### config.mk
export PLATFORM = sky130hd
export DESIGN_NAME = ddr_data_port_flat
export DESIGN_NICKNAME = d
export VERILOG_FILES = /design/src/rtl/ddr_data_port_if.sv /design/src/rtl/ddr_data_port.sv /design/src/flat_wrapper.sv
export SDC_FILE = /design/constraint.sdc
export NUM_CORES = 1
export LEC_CHECK = 0
export ABC_AREA = 1
export BUFFER_PORTS_ARGS = -buffer_cell sky130_fd_sc_hd__buf_2
export CORE_MARGIN = 1
export CORE_UTILIZATION = 25
export CTS_BUF_LIST = sky130_fd_sc_hd__clkbuf_4
export DETAILED_ROUTE_END_ITERATION = 6
export PLACE_DENSITY = 0.55
export SKIP_CTS_REPAIR_TIMING = 1
export SLEW_MARGIN = 25
export SYNTH_ARGS = -nofsm -noshare
export SYNTH_HDL_FRONTEND = slang
export SYNTH_SLANG_ARGS = --single-unit
### constraint.sdc
create_clock -name clk -period 1.9 [get_ports clk]
set_clock_uncertainty 0.2 [all_clocks]
set_input_delay 0.285 -clock clk [delete_from_list [all_inputs] [get_ports clk]]
set_output_delay 0.285 -clock clk [all_outputs]
set_load 0.05 [all_outputs]
### src/rtl/ddr_data_port_if.sv
// rtl/ddr_data_port_if.sv - cache-side and DDR-controller-side signals of ddr_data_port
interface ddr_data_port_if #(
   parameter int DATA_WIDTH     = 16,
   parameter int DDR_ADDR_WIDTH = 28
);
   // cache side
   logic                      DATA_read_req;
   logic                      DATA_store_req;
   logic                      JMP_ADDR_read_req;
   logic [DDR_ADDR_WIDTH-1:0] DATA_read_addr;
   logic [DDR_ADDR_WIDTH-1:0] DATA_write_addr;
   logic [DATA_WIDTH-1:0]     DATA_to_ddr;
   logic [DATA_WIDTH-1:0]     DATA_to_cache;
   logic [DDR_ADDR_WIDTH-1:0] JMP_ADDR_to_cache;
   logic [9:0]                rd_cnt_data;
   logic                      rd_burst_data_valid;
   logic                      wr_burst_data_req;
   logic [3:0]                state_interface_module;
   // DDR controller side
   logic                      rd_burst_req;
   logic                      wr_burst_req;
   logic [9:0]                rd_burst_len;
   logic [9:0]                wr_burst_len;
   logic [DDR_ADDR_WIDTH-1:0] rd_burst_addr;
   logic [DDR_ADDR_WIDTH-1:0] wr_burst_addr;
   logic                      rd_burst_data_valid_i;
   logic                      wr_burst_data_req_i;
   logic                      rd_burst_finish;
   logic                      wr_burst_finish;
   logic [DATA_WIDTH-1:0]     rd_burst_data;
   logic [DATA_WIDTH-1:0]     wr_burst_data;

   // the adapter itself
   modport slave (
      input  DATA_read_req, DATA_store_req, JMP_ADDR_read_req,
      input  DATA_read_addr, DATA_write_addr, DATA_to_ddr,
      output DATA_to_cache, JMP_ADDR_to_cache, rd_cnt_data,
      output rd_burst_data_valid, wr_burst_data_req, state_interface_module,
      output rd_burst_req, wr_burst_req, rd_burst_len, wr_burst_len,
      output rd_burst_addr, wr_burst_addr, wr_burst_data,
      input  rd_burst_data_valid_i, wr_burst_data_req_i,
      input  rd_burst_finish, wr_burst_finish, rd_burst_data
   );

   // the cache plus DDR controller around it
   modport master (
      output DATA_read_req, DATA_store_req, JMP_ADDR_read_req,
      output DATA_read_addr, DATA_write_addr, DATA_to_ddr,
      input  DATA_to_cache, JMP_ADDR_to_cache, rd_cnt_data,
      input  rd_burst_data_valid, wr_burst_data_req, state_interface_module,
      input  rd_burst_req, wr_burst_req, rd_burst_len, wr_burst_len,
      input  rd_burst_addr, wr_burst_addr, wr_burst_data,
      output rd_burst_data_valid_i, wr_burst_data_req_i,
      output rd_burst_finish, wr_burst_finish, rd_burst_data
   );
endinterface

### src/rtl/ddr_data_port.sv
// rtl/ddr_data_port.sv - single-burst DDR adapter between the AP data cache and the DDR controller
module ddr_data_port #(
   parameter int DATA_WIDTH     = 16,
   parameter int DDR_ADDR_WIDTH = 28,
   parameter int BURST_LEN      = 16
) (
   input  logic            clk,
   input  logic            rst,
   ddr_data_port_if.slave  bus
);
   localparam logic [3:0] IDLE                 = 4'd0;
   localparam logic [3:0] MEM_READ_DATA        = 4'd7;
   localparam logic [3:0] MEM_READ_JMP         = 4'd8;
   localparam logic [3:0] MEM_WRITE_DATA_STORE = 4'd9;
   localparam logic [3:0] RELEASE              = 4'd10;

   localparam logic [9:0] LEN_DATA = 10'(BURST_LEN);
   localparam logic [9:0] CNT_MAX  = 10'h3FF;

   logic [3:0]                state;
   logic [3:0]                state_nxt;
   logic                      rd_req_q;
   logic                      wr_req_q;
   logic [9:0]                rd_len_q;
   logic [9:0]                wr_len_q;
   logic [DDR_ADDR_WIDTH-1:0] rd_addr_q;
   logic [DDR_ADDR_WIDTH-1:0] wr_addr_q;
   logic [DATA_WIDTH-1:0]     data_q;
   logic [DDR_ADDR_WIDTH-1:0] jmp_q;
   logic [9:0]                cnt_q;
   logic                      valid_q;

   // Grants are only taken in IDLE; store beats jump, jump beats data read.
   logic grant_store;
   logic grant_jmp;
   logic grant_read;
   logic in_read;
   logic any_req;

   assign any_req     = bus.DATA_store_req | bus.JMP_ADDR_read_req | bus.DATA_read_req;
   assign grant_store = (state == IDLE) & bus.DATA_store_req;
   assign grant_jmp   = (state == IDLE) & ~bus.DATA_store_req & bus.JMP_ADDR_read_req;
   assign grant_read  = (state == IDLE) & ~bus.DATA_store_req & ~bus.JMP_ADDR_read_req
                        & bus.DATA_read_req;
   assign in_read     = (state == MEM_READ_DATA) | (state == MEM_READ_JMP);

   // State register.
   always_ff @(posedge clk or negedge rst) begin
      if (!rst) state <= IDLE;
      else      state <= state_nxt;
   end

   // Next state: one burst in flight; RELEASE waits for every request to drop
   // so a level request still held by the cache is not served twice.
   always_comb begin
      state_nxt = state;
      case (state)
         IDLE: begin
            if      (grant_store) state_nxt = MEM_WRITE_DATA_STORE;
            else if (grant_jmp)   state_nxt = MEM_READ_JMP;
            else if (grant_read)  state_nxt = MEM_READ_DATA;
         end
         MEM_READ_DATA,
         MEM_READ_JMP: begin
            if (bus.rd_burst_finish) state_nxt = RELEASE;
         end
         MEM_WRITE_DATA_STORE: begin
            if (bus.wr_burst_finish) state_nxt = RELEASE;
         end
         RELEASE: begin
            if (!any_req) state_nxt = IDLE;
         end
         default: state_nxt = IDLE;
      endcase
   end

   // Combinational outputs: write data request is a zero-latency pass-through in the store state only.
   always_comb begin
      bus.wr_burst_data_req      = bus.wr_burst_data_req_i & (state == MEM_WRITE_DATA_STORE);
      bus.wr_burst_data          = bus.DATA_to_ddr;
      bus.state_interface_module = state;
   end

   // Burst request, length and address towards the controller; request drops at the first beat.
   always_ff @(posedge clk or negedge rst) begin
      if (!rst) begin
         rd_req_q  <= 1'b0;
         wr_req_q  <= 1'b0;
         rd_len_q  <= '0;
         wr_len_q  <= '0;
         rd_addr_q <= '0;
         wr_addr_q <= '0;
      end else begin
         if (grant_store) begin
            wr_req_q  <= 1'b1;
            wr_len_q  <= LEN_DATA;
            wr_addr_q <= bus.DATA_write_addr;
         end else if (grant_jmp) begin
            rd_req_q  <= 1'b1;
            rd_len_q  <= 10'd1;
            rd_addr_q <= bus.DATA_read_addr;
         end else if (grant_read) begin
            rd_req_q  <= 1'b1;
            rd_len_q  <= LEN_DATA;
            rd_addr_q <= bus.DATA_read_addr;
         end
         if (in_read && (bus.rd_burst_data_valid_i || bus.rd_burst_finish))
            rd_req_q <= 1'b0;
         if ((state == MEM_WRITE_DATA_STORE) && (bus.wr_burst_data_req_i || bus.wr_burst_finish))
            wr_req_q <= 1'b0;
      end
   end

   // Read beats: register data, valid and a saturating beat counter the cache uses as its write index.
   always_ff @(posedge clk or negedge rst) begin
      if (!rst) begin
         data_q  <= '0;
         jmp_q   <= '0;
         cnt_q   <= '0;
         valid_q <= 1'b0;
      end else begin
         valid_q <= in_read & bus.rd_burst_data_valid_i;
         if (grant_read) begin
            cnt_q <= 10'd1;
         end else if (grant_jmp) begin
            cnt_q <= 10'd0;
         end else if (in_read && bus.rd_burst_data_valid_i) begin
            data_q <= bus.rd_burst_data;
            if (cnt_q != CNT_MAX) cnt_q <= cnt_q + 10'd1;
            if (state == MEM_READ_JMP) jmp_q <= DDR_ADDR_WIDTH'(bus.rd_burst_data);
         end
      end
   end

   assign bus.rd_burst_req        = rd_req_q;
   assign bus.wr_burst_req        = wr_req_q;
   assign bus.rd_burst_len        = rd_len_q;
   assign bus.wr_burst_len        = wr_len_q;
   assign bus.rd_burst_addr       = rd_addr_q;
   assign bus.wr_burst_addr       = wr_addr_q;
   assign bus.DATA_to_cache       = data_q;
   assign bus.JMP_ADDR_to_cache   = jmp_q;
   assign bus.rd_cnt_data         = cnt_q;
   assign bus.rd_burst_data_valid = valid_q;
endmodule

### src/flat_wrapper.sv
// flat-port wrapper written by rule: the top's interface ports become plain ports
module ddr_data_port_flat 
#(
   parameter int DATA_WIDTH     = 16,
   parameter int DDR_ADDR_WIDTH = 28,
   parameter int BURST_LEN      = 16
)
  (clk, rst, bus_DATA_read_req, bus_DATA_store_req, bus_JMP_ADDR_read_req, bus_DATA_read_addr, bus_DATA_write_addr, bus_DATA_to_ddr, bus_DATA_to_cache, bus_JMP_ADDR_to_cache, bus_rd_cnt_data, bus_rd_burst_data_valid, bus_wr_burst_data_req, bus_state_interface_module, bus_rd_burst_req, bus_wr_burst_req, bus_rd_burst_len, bus_wr_burst_len, bus_rd_burst_addr, bus_wr_burst_addr, bus_wr_burst_data, bus_rd_burst_data_valid_i, bus_wr_burst_data_req_i, bus_rd_burst_finish, bus_wr_burst_finish, bus_rd_burst_data);
  ddr_data_port_if #(.DATA_WIDTH(DATA_WIDTH), .DDR_ADDR_WIDTH(DDR_ADDR_WIDTH)) bus_i ();
  input  logic clk;
  input  logic rst;
  input wire logic [$bits(bus_i.DATA_read_req)-1:0] bus_DATA_read_req;
  input wire logic [$bits(bus_i.DATA_store_req)-1:0] bus_DATA_store_req;
  input wire logic [$bits(bus_i.JMP_ADDR_read_req)-1:0] bus_JMP_ADDR_read_req;
  input wire logic [$bits(bus_i.DATA_read_addr)-1:0] bus_DATA_read_addr;
  input wire logic [$bits(bus_i.DATA_write_addr)-1:0] bus_DATA_write_addr;
  input wire logic [$bits(bus_i.DATA_to_ddr)-1:0] bus_DATA_to_ddr;
  output wire logic [$bits(bus_i.DATA_to_cache)-1:0] bus_DATA_to_cache;
  output wire logic [$bits(bus_i.JMP_ADDR_to_cache)-1:0] bus_JMP_ADDR_to_cache;
  output wire logic [$bits(bus_i.rd_cnt_data)-1:0] bus_rd_cnt_data;
  output wire logic [$bits(bus_i.rd_burst_data_valid)-1:0] bus_rd_burst_data_valid;
  output wire logic [$bits(bus_i.wr_burst_data_req)-1:0] bus_wr_burst_data_req;
  output wire logic [$bits(bus_i.state_interface_module)-1:0] bus_state_interface_module;
  output wire logic [$bits(bus_i.rd_burst_req)-1:0] bus_rd_burst_req;
  output wire logic [$bits(bus_i.wr_burst_req)-1:0] bus_wr_burst_req;
  output wire logic [$bits(bus_i.rd_burst_len)-1:0] bus_rd_burst_len;
  output wire logic [$bits(bus_i.wr_burst_len)-1:0] bus_wr_burst_len;
  output wire logic [$bits(bus_i.rd_burst_addr)-1:0] bus_rd_burst_addr;
  output wire logic [$bits(bus_i.wr_burst_addr)-1:0] bus_wr_burst_addr;
  output wire logic [$bits(bus_i.wr_burst_data)-1:0] bus_wr_burst_data;
  input wire logic [$bits(bus_i.rd_burst_data_valid_i)-1:0] bus_rd_burst_data_valid_i;
  input wire logic [$bits(bus_i.wr_burst_data_req_i)-1:0] bus_wr_burst_data_req_i;
  input wire logic [$bits(bus_i.rd_burst_finish)-1:0] bus_rd_burst_finish;
  input wire logic [$bits(bus_i.wr_burst_finish)-1:0] bus_wr_burst_finish;
  input wire logic [$bits(bus_i.rd_burst_data)-1:0] bus_rd_burst_data;
  assign bus_i.DATA_read_req = bus_DATA_read_req;
  assign bus_i.DATA_store_req = bus_DATA_store_req;
  assign bus_i.JMP_ADDR_read_req = bus_JMP_ADDR_read_req;
  assign bus_i.DATA_read_addr = bus_DATA_read_addr;
  assign bus_i.DATA_write_addr = bus_DATA_write_addr;
  assign bus_i.DATA_to_ddr = bus_DATA_to_ddr;
  assign bus_DATA_to_cache = bus_i.DATA_to_cache;
  assign bus_JMP_ADDR_to_cache = bus_i.JMP_ADDR_to_cache;
  assign bus_rd_cnt_data = bus_i.rd_cnt_data;
  assign bus_rd_burst_data_valid = bus_i.rd_burst_data_valid;
  assign bus_wr_burst_data_req = bus_i.wr_burst_data_req;
  assign bus_state_interface_module = bus_i.state_interface_module;
  assign bus_rd_burst_req = bus_i.rd_burst_req;
  assign bus_wr_burst_req = bus_i.wr_burst_req;
  assign bus_rd_burst_len = bus_i.rd_burst_len;
  assign bus_wr_burst_len = bus_i.wr_burst_len;
  assign bus_rd_burst_addr = bus_i.rd_burst_addr;
  assign bus_wr_burst_addr = bus_i.wr_burst_addr;
  assign bus_wr_burst_data = bus_i.wr_burst_data;
  assign bus_i.rd_burst_data_valid_i = bus_rd_burst_data_valid_i;
  assign bus_i.wr_burst_data_req_i = bus_wr_burst_data_req_i;
  assign bus_i.rd_burst_finish = bus_rd_burst_finish;
  assign bus_i.wr_burst_finish = bus_wr_burst_finish;
  assign bus_i.rd_burst_data = bus_rd_burst_data;
  ddr_data_port #(.DATA_WIDTH(DATA_WIDTH), .DDR_ADDR_WIDTH(DDR_ADDR_WIDTH), .BURST_LEN(BURST_LEN)) u_core (.clk(clk), .rst(rst), .bus(bus_i));
endmodule
==> results of run 1 <==
[worst max-delay path, delay by kind of cell, from the launching register on]
kind,cells,cell delay [ns]
flip-flops,1,0.48
AND/OR/NAND/NOR,3,0.39
buffers and inverters,1,0.15
[metal layers]
layer | vias up | track usage | share of wire
li1 | 2149 | - | -
met5 | - | 0 | 0
met1 | 1973 | 0.1568 | 0.45
met2 | 153 | 0.2116 | 0.48
met4 | 0 | 0.03890 | 0.0086
met3 | 14 | 0.04993 | 0.063
[flip-flops by register name (all words and copies together), names as in the netlist]
name                               flops
u_core.bus.DATA_to_cache              16
u_core.bus.wr_burst_len                1
u_core.bus.rd_burst_req                1
u_core.bus.wr_burst_addr              28
u_core.bus.wr_burst_req                1
u_core.bus.rd_burst_addr              28
u_core.bus.state_interface_module      4
u_core.bus.JMP_ADDR_to_cache          16
u_core.bus.rd_cnt_data                10
u_core.bus.rd_burst_data_valid         1
u_core.bus.rd_burst_len                2
[cell families (layout without fill, tap and decap cells)]
kind of cell    count (synthesis)  in the layout  synth area share
buf+inv                        86            336            0.1111
mux                            16             16           0.03731
other cells                     1             33         0.0007765
flops                         108            108            0.5596
compound gates                 16             16           0.01943
simple gates                  316            316            0.2655
xor+xnor                        2              2          0.003628
fa+ha+maj                       1              1          0.002590
[power by group]
group	switching (mW)	leakage [nW]	internal, mW
Clock	0.845	0.0718	0.291
Sequential	0.599	1.34	3.32
Combinational	5.64	2.45	1.87
Total	7.08	3.86	5.48
[through the flow]
stage / util / hold WS [ns] / TNS (ns) / cells / instance area [um2]
2_1_floorplan: - / -0.2106 / -0.004261 / 574 / 4943
3_3_place_gp: 0.3154 / 0.04933 / 0 / 977 / 5939
3_5_place_dp: 0.3154 / 0.05305 / 0 / 977 / 5939
4_1_cts: 0.3221 / -0.5322 / -0.2836 / 993 / 6065
5_1_grt: 0.3744 / -0.01129 / -0.2951 / 1088 / 7051
6_report: 0.3744 / 0.02977 / -0.09304 / 1088 / 7051
[cells in the final DEF (no fill, tap or decap), types with 3 or more instances in the layout]
cell and n:
nor2_1 15, o21ai_0 7, nand3_1 18, buf_4 21, buf_2 187, mux2_2 15, nor2_4 6, dlygate4sd3_1 77
nor2_2 3, inv_2 4, diode_2 4, inv_1 19, conb_1 29, clkbuf_4 9, dfrtp_1 102, nand2_2 3
buf_12 6, nand2_1 263, dfrtp_2 6, o21ai_1 5
[worst max path at each step]
stage	from	end	slack (ns)	cells past startpoint
finish	u_core.bus.state_interface_module[2]$_DFFE_PN0P_	bus_wr_burst_data_req	-0.09	4
global route	u_core.bus.state_interface_module[2]$_DFFE_PN0P_	bus_wr_burst_data_req	-0.23	4
CTS	u_core.bus.state_interface_module[2]$_DFFE_PN0P_	bus_wr_burst_data_req	-0.28	4
detailed placement	u_core.bus.state_interface_module[0]$_DFFE_PN0P_	u_core.bus.rd_cnt_data[5]$_DFFE_PN0P_	0.10	9
global placement	u_core.bus.state_interface_module[2]$_DFFE_PN0P_	u_core.bus.DATA_to_cache[4]$_DFFE_PN0P_	0.16	7
floorplan	u_core.bus.state_interface_module[0]$_DFFE_PN0P_	bus_wr_burst_data_req	-0.004	4
[cell type report]
type                    instances  share of cell area
repair buffers                294              0.2868
clock buffers                   9            0.009583
repair inverters                1            0.001242
well taps                     260             0.04614
diodes                          4            0.001420
inverters                      25             0.01544
clock inverters                 7            0.008163
multi-input cells             380              0.2469
flip-flops and latches        108              0.3844
==> metrics.yaml, run 1 <==
rows: 50
cp_max_fo: 4
critPathSlowestCell: "dfrtp_2"
port-buffer-count: 189
violations: "setup timing"
grt_pass1_vias: 3792
multi_input_comb_area_um2: 1740
timing.rr.start: "u_core.bus.state_interface_module[2]$_DFFE_PN0P_"
ys_ff_latch: 108
synth_warnings: 0
r2r_setup_slack_ns: 0.10
insertion_delay_ns: 0.49
wl_um: 13620
fmax_mhz: 501.7
status: "finished with violations"
crit_top_cell: "nor2_4"
yosys.area.top_type: "dfrtp_1"
antenna_found_initial: 1
grt_usage: 0.1292
clk_pin_slew_ns: 0.19
synthFlopType: "dfrtp_1"
drive_above_1_share: 0.3374
fillers: 1923
finalSetupViolCount: 1
r2r_cells: 10
initial_core_util: 0.2565
ys_types: 30
hold_violations: 0
grt_setup_unrepaired: "yes"
synth_area_per_cell_um2: 8.845
cp.arrival_ns: 1.51
yosysSeqAreaShare: 0.5596
grt_pass1_wl_um: 19750
grt_max_degree: 43
wl_per_cell_um: 12.52
power_density_nw_per_um2: 1781
cts_tree: "done"
gp_congestion: 0.7377
synth_common_cells: "nand2_1, dfrtp_1, buf_4"
synth_edf_count: 0
hp-class: "in -> async"
remaining_drc_errors: 0
finalNetCount: 917
cp.required_ns: 1.41
cp_cell_sequence: "nor2_4 -> nand2_2 -> nor2_4 -> buf_8"
cts_made_buffers: 9
drtAntennaViolNets: 0
htreeDepth: 3
cap_violations: 0
cellLeakagePower_nw: 3.865
regArea_um2: 2710
dieArea_um2: 19880
worstSetupPathType: "reg -> out"
cp-start-kind: "flop"
vias: 4289
clockRootBuffer: "clkbuf_4"
period_needed_ns: 1.993
clock-sinks: 108
die_h_um: 141.0
dr.pass1.iters: 4
coreArea_um2: 18830
via_per_inst: 3.942
hpwl_um: 9222
area_growth_pct: 45.98
syn_area_um2: 4830
setup_ws_ns: -0.09304
peakVddDrop_mv: 0.9837
synth.most_common_cell: "nand2_1"
drt-initial-drc-count: 197
io_pins: 251
synth_cells: 546
dieWidth_um: 141.0
power_mw: 12.56
worstSetupEndpointType: "output port"
synth_area_leaders: "dfrtp_1, nand2_1, buf_4"
drv_slew: 0
finalCritPeriodShare: 1.049
clk_path_buf_depth: 2
r2r-end: "u_core.bus.rd_burst_addr[3]$_DFFE_PN0P_"
ys_async_sr_fraction: 1.000
slowest_delay_ns: 0.48
synth_top_cell_area_share: 0.5596
grt_overflow: 0
place_ws_ns: 0.1011
Note: power is estimated with default switching activity, not from simulation.
==> run 2: changes to the inputs <==
CTS_CLUSTER_DIAMETER = 200   (was default)
MAX_ROUTING_LAYER = met4   (was default)
==> run 2 against run 1 <==
  * The run still ends with setup timing left
  * First-iteration DRC count down 8.1%
  * Combinational power about the same
  * Sequential power about the same
  * Sequential share of layout area increased by 0.082 points
  * Clock power is essentially flat
  * Power hardly changed
  * Setup slack improved by 0.010 ns
  * Largest power group unchanged
==> metrics.yaml, run 2 (synthesized netlist as in run 1, its figures left out) <==
io_pins: 251  # unchanged
fin_cells: 1085  # -0.28%
cp-start-kind: "flop"
layout_common_cells: "nand2_1, buf_2, dfrtp_1"
hp-class: "in -> async"
drive_above_1_share: 0.3382  # +0.0008032
drt-initial-drc-count: 181  # -8.1%
drtAntennaViolNets: 0  # unchanged
setup_ws_ns: -0.08292  # +0.01012 ns
dieArea_um2: 19880  # unchanged
grt_setup_unrepaired: "yes"
wl_per_cell_um: 12.58  # +0.54%
remaining_drc_errors: 0  # unchanged
vias: 4296  # +0.16%
critPathSlowestCell: "dfrtp_2"
combPwrFrac: 0.597  # about the same
dp.cells: 977  # unchanged
grt_pass1_vias: 3808  # +0.42%
cp_max_fo: 4  # unchanged
hold_violations: 0  # unchanged
clkPwrFrac: 0.090  # about the same
cts_tree: "done"
clock-sinks: 108  # unchanged
clk_pin_slew_ns: 0.19  # about the same
fillers: 1924  # +0.052%
drv_slew: 0  # unchanged
peakVddDrop_mv: 0.9857  # +0.20%
insertion_delay_ns: 0.48  # about the same
dieWidth_um: 141.0  # unchanged
grt_usage: 0.1331  # +0.003918
power_density_nw_per_um2: 1784  # +0.15%
finalNetCount: 918  # +0.11%
antenna_found_initial: 0  # -1
clockRootBuffer: "clkbuf_4"
rows: 50  # unchanged
cp_cell_sequence: "nor2_4 -> nand2_2 -> nor2_4 -> buf_8"
port-buffer-count: 189  # unchanged
p_int_mw: 5.472  # -0.12%
grt_pass1_wl_um: 19690  # -0.31%
hpwl_um: 9222  # unchanged
gp_congestion: 0.7468  # +1.2%
whs_ns: 0.03685  # +0.007079 ns
cp.required_ns: 1.41  # about the same
area_growth_pct: 45.67
worstSetupPathType: "reg -> out"
r2r_setup_slack_ns: 0.10  # about the same
cellLeakagePower_nw: 3.863  # about the same
period_needed_ns: 1.983  # -0.01012 ns
initial_core_util: 0.2565  # unchanged
dr.pass1.iters: 4  # unchanged
finalSetupViolCount: 1  # unchanged
htreeDepth: 3  # unchanged
grt_max_degree: 43  # unchanged
cts_made_buffers: 9  # unchanged
cp.arrival_ns: 1.50  # about the same
violations: "setup timing"
clk_path_buf_depth: 2  # unchanged
fmax_mhz: 504.3  # +0.51%
coreArea_um2: 18830  # unchanged
p_switching_mw: 7.079  # about the same
fin_setup_tns_ns: -0.08292  # +0.01012 ns
crit_top_cell: "nor2_4"
power_mw: 12.55  # about the same
n_antenna_cell: 0  # -4
crit_buf_inv: 1  # unchanged
wl_um: 13650  # +0.26%
finalCritPeriodShare: 1.044  # -0.005327
cap_violations: 0  # unchanged
via_per_inst: 3.959  # +0.44%
cpLargestDelayFamily: "flip-flops"
layout_commonest_cell: "nand2_1"
slowest_delay_ns: 0.48  # about the same
worstSetupEndpointType: "output port"
grt_overflow: 0  # unchanged
status: "finished with violations"
die_h_um: 141.0  # unchanged
p_seq_frac: 0.312  # about the same
p_sw_frac: 0.5640  # about the same
[run 2: cell types whose count changed in the layout (fill, tap and decap cells not counted)]
| cell | before | now |
|---|---|---|
| diode_2 | 4 | 0 |
| buf_4 | 21 | 23 |
| buf_12 | 6 | 5 |
[run 2: final timing paths]
check                                                                  from                                                to  cells after the start
max                        u_core.bus.state_interface_module[2]$_DFFE_PN0P_                             bus_wr_burst_data_req                      4
min                                                                     rst          u_core.bus.wr_burst_addr[11]$_DFFE_PN0P_                      2
max reg2reg                u_core.bus.state_interface_module[2]$_DFFE_PN0P_           u_core.bus.rd_burst_addr[3]$_DFFE_PN0P_                     10
min reg2reg                         u_core.bus.rd_burst_addr[0]$_DFFE_PN0P_           u_core.bus.rd_burst_addr[0]$_DFFE_PN0P_                      2
max in group asynchronous                                               rst           u_core.bus.rd_burst_addr[7]$_DFFE_PN0P_                      3
min in group clk                                          bus_DATA_read_req  u_core.bus.state_interface_module[1]$_DFFE_PN0P_                      6
[run 2: per-layer routing]
layer  vias up  GRT usage  wire length [um]
li1       2147          -                 -
met1      1971     0.1615              6095
met2       160     0.2129              6554
met3        18    0.04076               860
met4         0    0.03890               144
met5         -          -                 0
[run 2: worst register-to-register path, stage by stage, from the launching register on]
cell and delay [ns]:
dfrtp_2 0.48, buf_4 0.16, nor2_4 0.11, nand2_2 0.09, nor2_4 0.11, inv_2 0.09
nand2_8 0.10, buf_4 0.11, buf_4 0.15, nand2_1 0.07, nand2_1 0.06
[run 2: power by group through the flow]
stage | logic (mW) | registers, mW | clock network, mW
after floorplan | 1.96 | 7.50 | 0
after global placement | 7.14 | 3.93 | 0
after detailed placement | 7.18 | 3.95 | 0
after CTS | 7.17 | 3.92 | 1.20
after global routing | 8.01 | 4.06 | 1.30
final | 7.50 | 3.92 | 1.13
[run 2: final cells by class]
| cell class | instances | area, um2 | area share |
|---|---|---|---|
| multi-input cells | 380 | 1740 | 0.2474 |
| repair buffers | 295 | 2017 | 0.2867 |
| clock inverters | 7 | 57.56 | 0.008181 |
| well taps | 260 | 325.3 | 0.04624 |
| flip-flops and latches | 108 | 2710 | 0.3852 |
| repair inverters | 1 | 8.758 | 0.001245 |
| inverters | 25 | 108.9 | 0.01547 |
| clock buffers | 9 | 67.56 | 0.009603 |
[run 2: per-stage QoR]
stage                     setup slack (ns)    util  area, um2
final                             -0.08292  0.3736       7036
after global routing               -0.2139  0.3736       7036
after CTS                          -0.2836  0.3221       6065
after detailed placement            0.1011  0.3154       5939
after global placement              0.1594  0.3154       5939
after floorplan                  -0.004261       -       4943
==> run 3: changes to the inputs <==
TNS_END_PERCENT = 5   (was default)
==> run 3 against run 2 <==
  * The run still ends with setup timing left
  * Cell count is 0.65% lower
  * Maximum frequency is 3.2% higher
  * Sequential power hardly changed
  * Core utilization is 0.47 points lower
  * Routed wire length is 2.6% lower
  * First-iteration DRC count is 26% higher
  * Highest routed layer unchanged
  * Clock power hardly changed
  * Flip-flop and latch count stayed put
==> metrics.yaml, run 3 (synthesized netlist as in run 1, its figures left out) <==
grt_max_degree: 56  # +30%
gp_congestion: 0.7605  # +1.8%
drt-initial-drc-count: 228  # +26%
cp_cell_sequence: "inv_2 -> nor2_4 -> nand2_2 -> nor2_2 -> buf_6"
drive_above_1_share: 0.3325  # -0.005663
dieArea_um2: 19880  # unchanged
fillers: 1937  # +0.68%
fmax_mhz: 520.6  # +3.2%
power_mw: 12.47  # -0.66%
grt_overflow: 0  # unchanged
cellLeakagePower_nw: 3.821  # -1.1%
cp-start-kind: "flop"
via_per_inst: 3.968  # +0.20%
clk_path_buf_depth: 2  # unchanged
fin_util: 0.3689  # -0.004717
layout_common_cells: "nand2_1, buf_2, dfrtp_1"
clock-sinks: 108  # unchanged
r2r_cells: 8  # -2
cp.arrival_ns: 1.44  # -0.06 ns
worstSetupPathType: "reg -> out"
grt_pass1_vias: 3727  # -2.1%
area_growth_pct: 43.83
finalSetupViolCount: 1  # unchanged
cp_max_fo: 4  # unchanged
critPathSlowestCell: "dfrtp_2"
hold_violations: 0  # unchanged
status: "finished with violations"
clockRootBuffer: "clkbuf_4"
finalNetCount: 911  # -0.76%
min_to: "u_core.bus.state_interface_module[2]$_DFFE_PN0P_"
cpLargestDelayFamily: "flip-flops"
setup_ws_ns: -0.02084  # +0.06208 ns
whs_ns: 0.02813  # -0.008718 ns
hp-class: "in -> reg"
dieWidth_um: 141.0  # unchanged
r2r-end: "u_core.bus.rd_cnt_data[7]$_DFFE_PN0P_"
crit_buf_inv: 2  # +1
peakVddDrop_mv: 0.7524  # -24%
port-buffer-count: 189  # unchanged
hpwl_um: 8865  # -3.9%
violations: "setup timing"
grt_usage: 0.1297  # -0.003424
remaining_drc_errors: 0  # unchanged
drv_slew: 0  # unchanged
r2r_setup_slack_ns: 0.01  # -0.09 ns
antenna_found_initial: 0  # unchanged
cp.required_ns: 1.41  # about the same
htreeDepth: 3  # unchanged
min_from: "bus_DATA_read_req"
hold_depth: 5
grt_setup_unrepaired: "yes"
wl_um: 13300  # -2.6%
layout_commonest_cell: "nand2_1"
cap_violations: 0  # unchanged
die_h_um: 141.0  # unchanged
slowest_delay_ns: 0.43  # -0.05 ns
wl_per_cell_um: 12.34  # -2.0%
multi_input_comb_area_um2: 1719  # -1.2%
dr.pass1.iters: 4  # unchanged
vias: 4277  # -0.44%
worstSetupEndpointType: "output port"
cts_made_buffers: 9  # unchanged
regArea_um2: 2710  # unchanged
insertion_delay_ns: 0.48  # about the same
cts_tree: "done"
power_density_nw_per_um2: 1795  # +0.61%
n_antenna_cell: 0  # unchanged
rows: 50  # unchanged
coreArea_um2: 18830  # unchanged
grt_pass1_wl_um: 19300  # -2.0%
clk_pin_slew_ns: 0.19  # about the same
timing.rr.start: "u_core.bus.state_interface_module[1]$_DFFE_PN0P_"
finalCritPeriodShare: 1.011  # -0.03267
initial_core_util: 0.2565  # unchanged
io_pins: 251  # unchanged
drtAntennaViolNets: 0  # unchanged
period_needed_ns: 1.921  # -0.06208 ns
==> run 3: cell types whose count changed in the layout (fill, tap and decap cells not counted), sizes merged <==
cell	delta
clkinv	-2
buf	-8
dlygate4sd3	+2
inv	+1
==> run 3: final cells by class <==
class,instances,area share
clock inverter,7,0.008105
inverter,25,0.01423
tap,260,0.04683
timing repair buffer,289,0.2835
sequential,108,0.3901
clock buffer,9,0.009726
multi-input combinational,380,0.2475
==> run 3: worst max path at each step <==
stage	start	to	cells after the start
CTS	u_core.bus.state_interface_module[2]$_DFFE_PN0P_	bus_wr_burst_data_req	4
finish	u_core.bus.state_interface_module[3]$_DFFE_PN0P_	bus_wr_burst_data_req	5
floorplan	u_core.bus.state_interface_module[3]$_DFFE_PN0P_	u_core.bus.JMP_ADDR_to_cache[10]$_DFFE_PN0P_	6
detailed placement	u_core.bus.state_interface_module[1]$_DFFE_PN0P_	u_core.bus.rd_cnt_data[8]$_DFFE_PN0P_	9
global route	u_core.bus.state_interface_module[3]$_DFFE_PN0P_	bus_wr_burst_data_req	5
global placement	u_core.bus.state_interface_module[1]$_DFFE_PN0P_	u_core.bus.rd_cnt_data[8]$_DFFE_PN0P_	9
==> run 3: through the flow <==
step           setup slack, ns  cells  TNS [ns]  cell area (um2)
2_1_floorplan         -0.06268    574   -0.6268             4940
3_3_place_gp            0.1510    973         0             5918
6_report              -0.02084   1078  -0.02084             6947
4_1_cts                -0.2998    989   -0.2998             6042
5_1_grt                -0.1581   1078   -0.9892             6947
3_5_place_dp           0.09981    973         0             5918
==> run 3: metal layers <==
metal	wire length (um)	share of wire	GRT usage
met5	0	0	-
met4	155	0.012	0.03833
met3	873	0.066	0.04348
met2	6233	0.47	0.1977
met1	6036	0.45	0.1627
==> run 3: where the power goes <==
group          switching [mW]  internal, mW  total [mW]
sequential              0.583          3.32        3.90
combinational            5.64          1.79        7.43
clock                   0.841         0.292        1.13
total                    7.06          5.41        12.5
==> run 3: worst reg2reg max path: stages, from the launching register on <==
cell and delay (ns):
dfrtp_2 0.47, buf_4 0.15, nor2_4 0.16, nand2_4 0.09
a21oi_4 0.26, nand2_2 0.18, nand2_4 0.16, nand2_1 0.07
o21ai_1 0.07
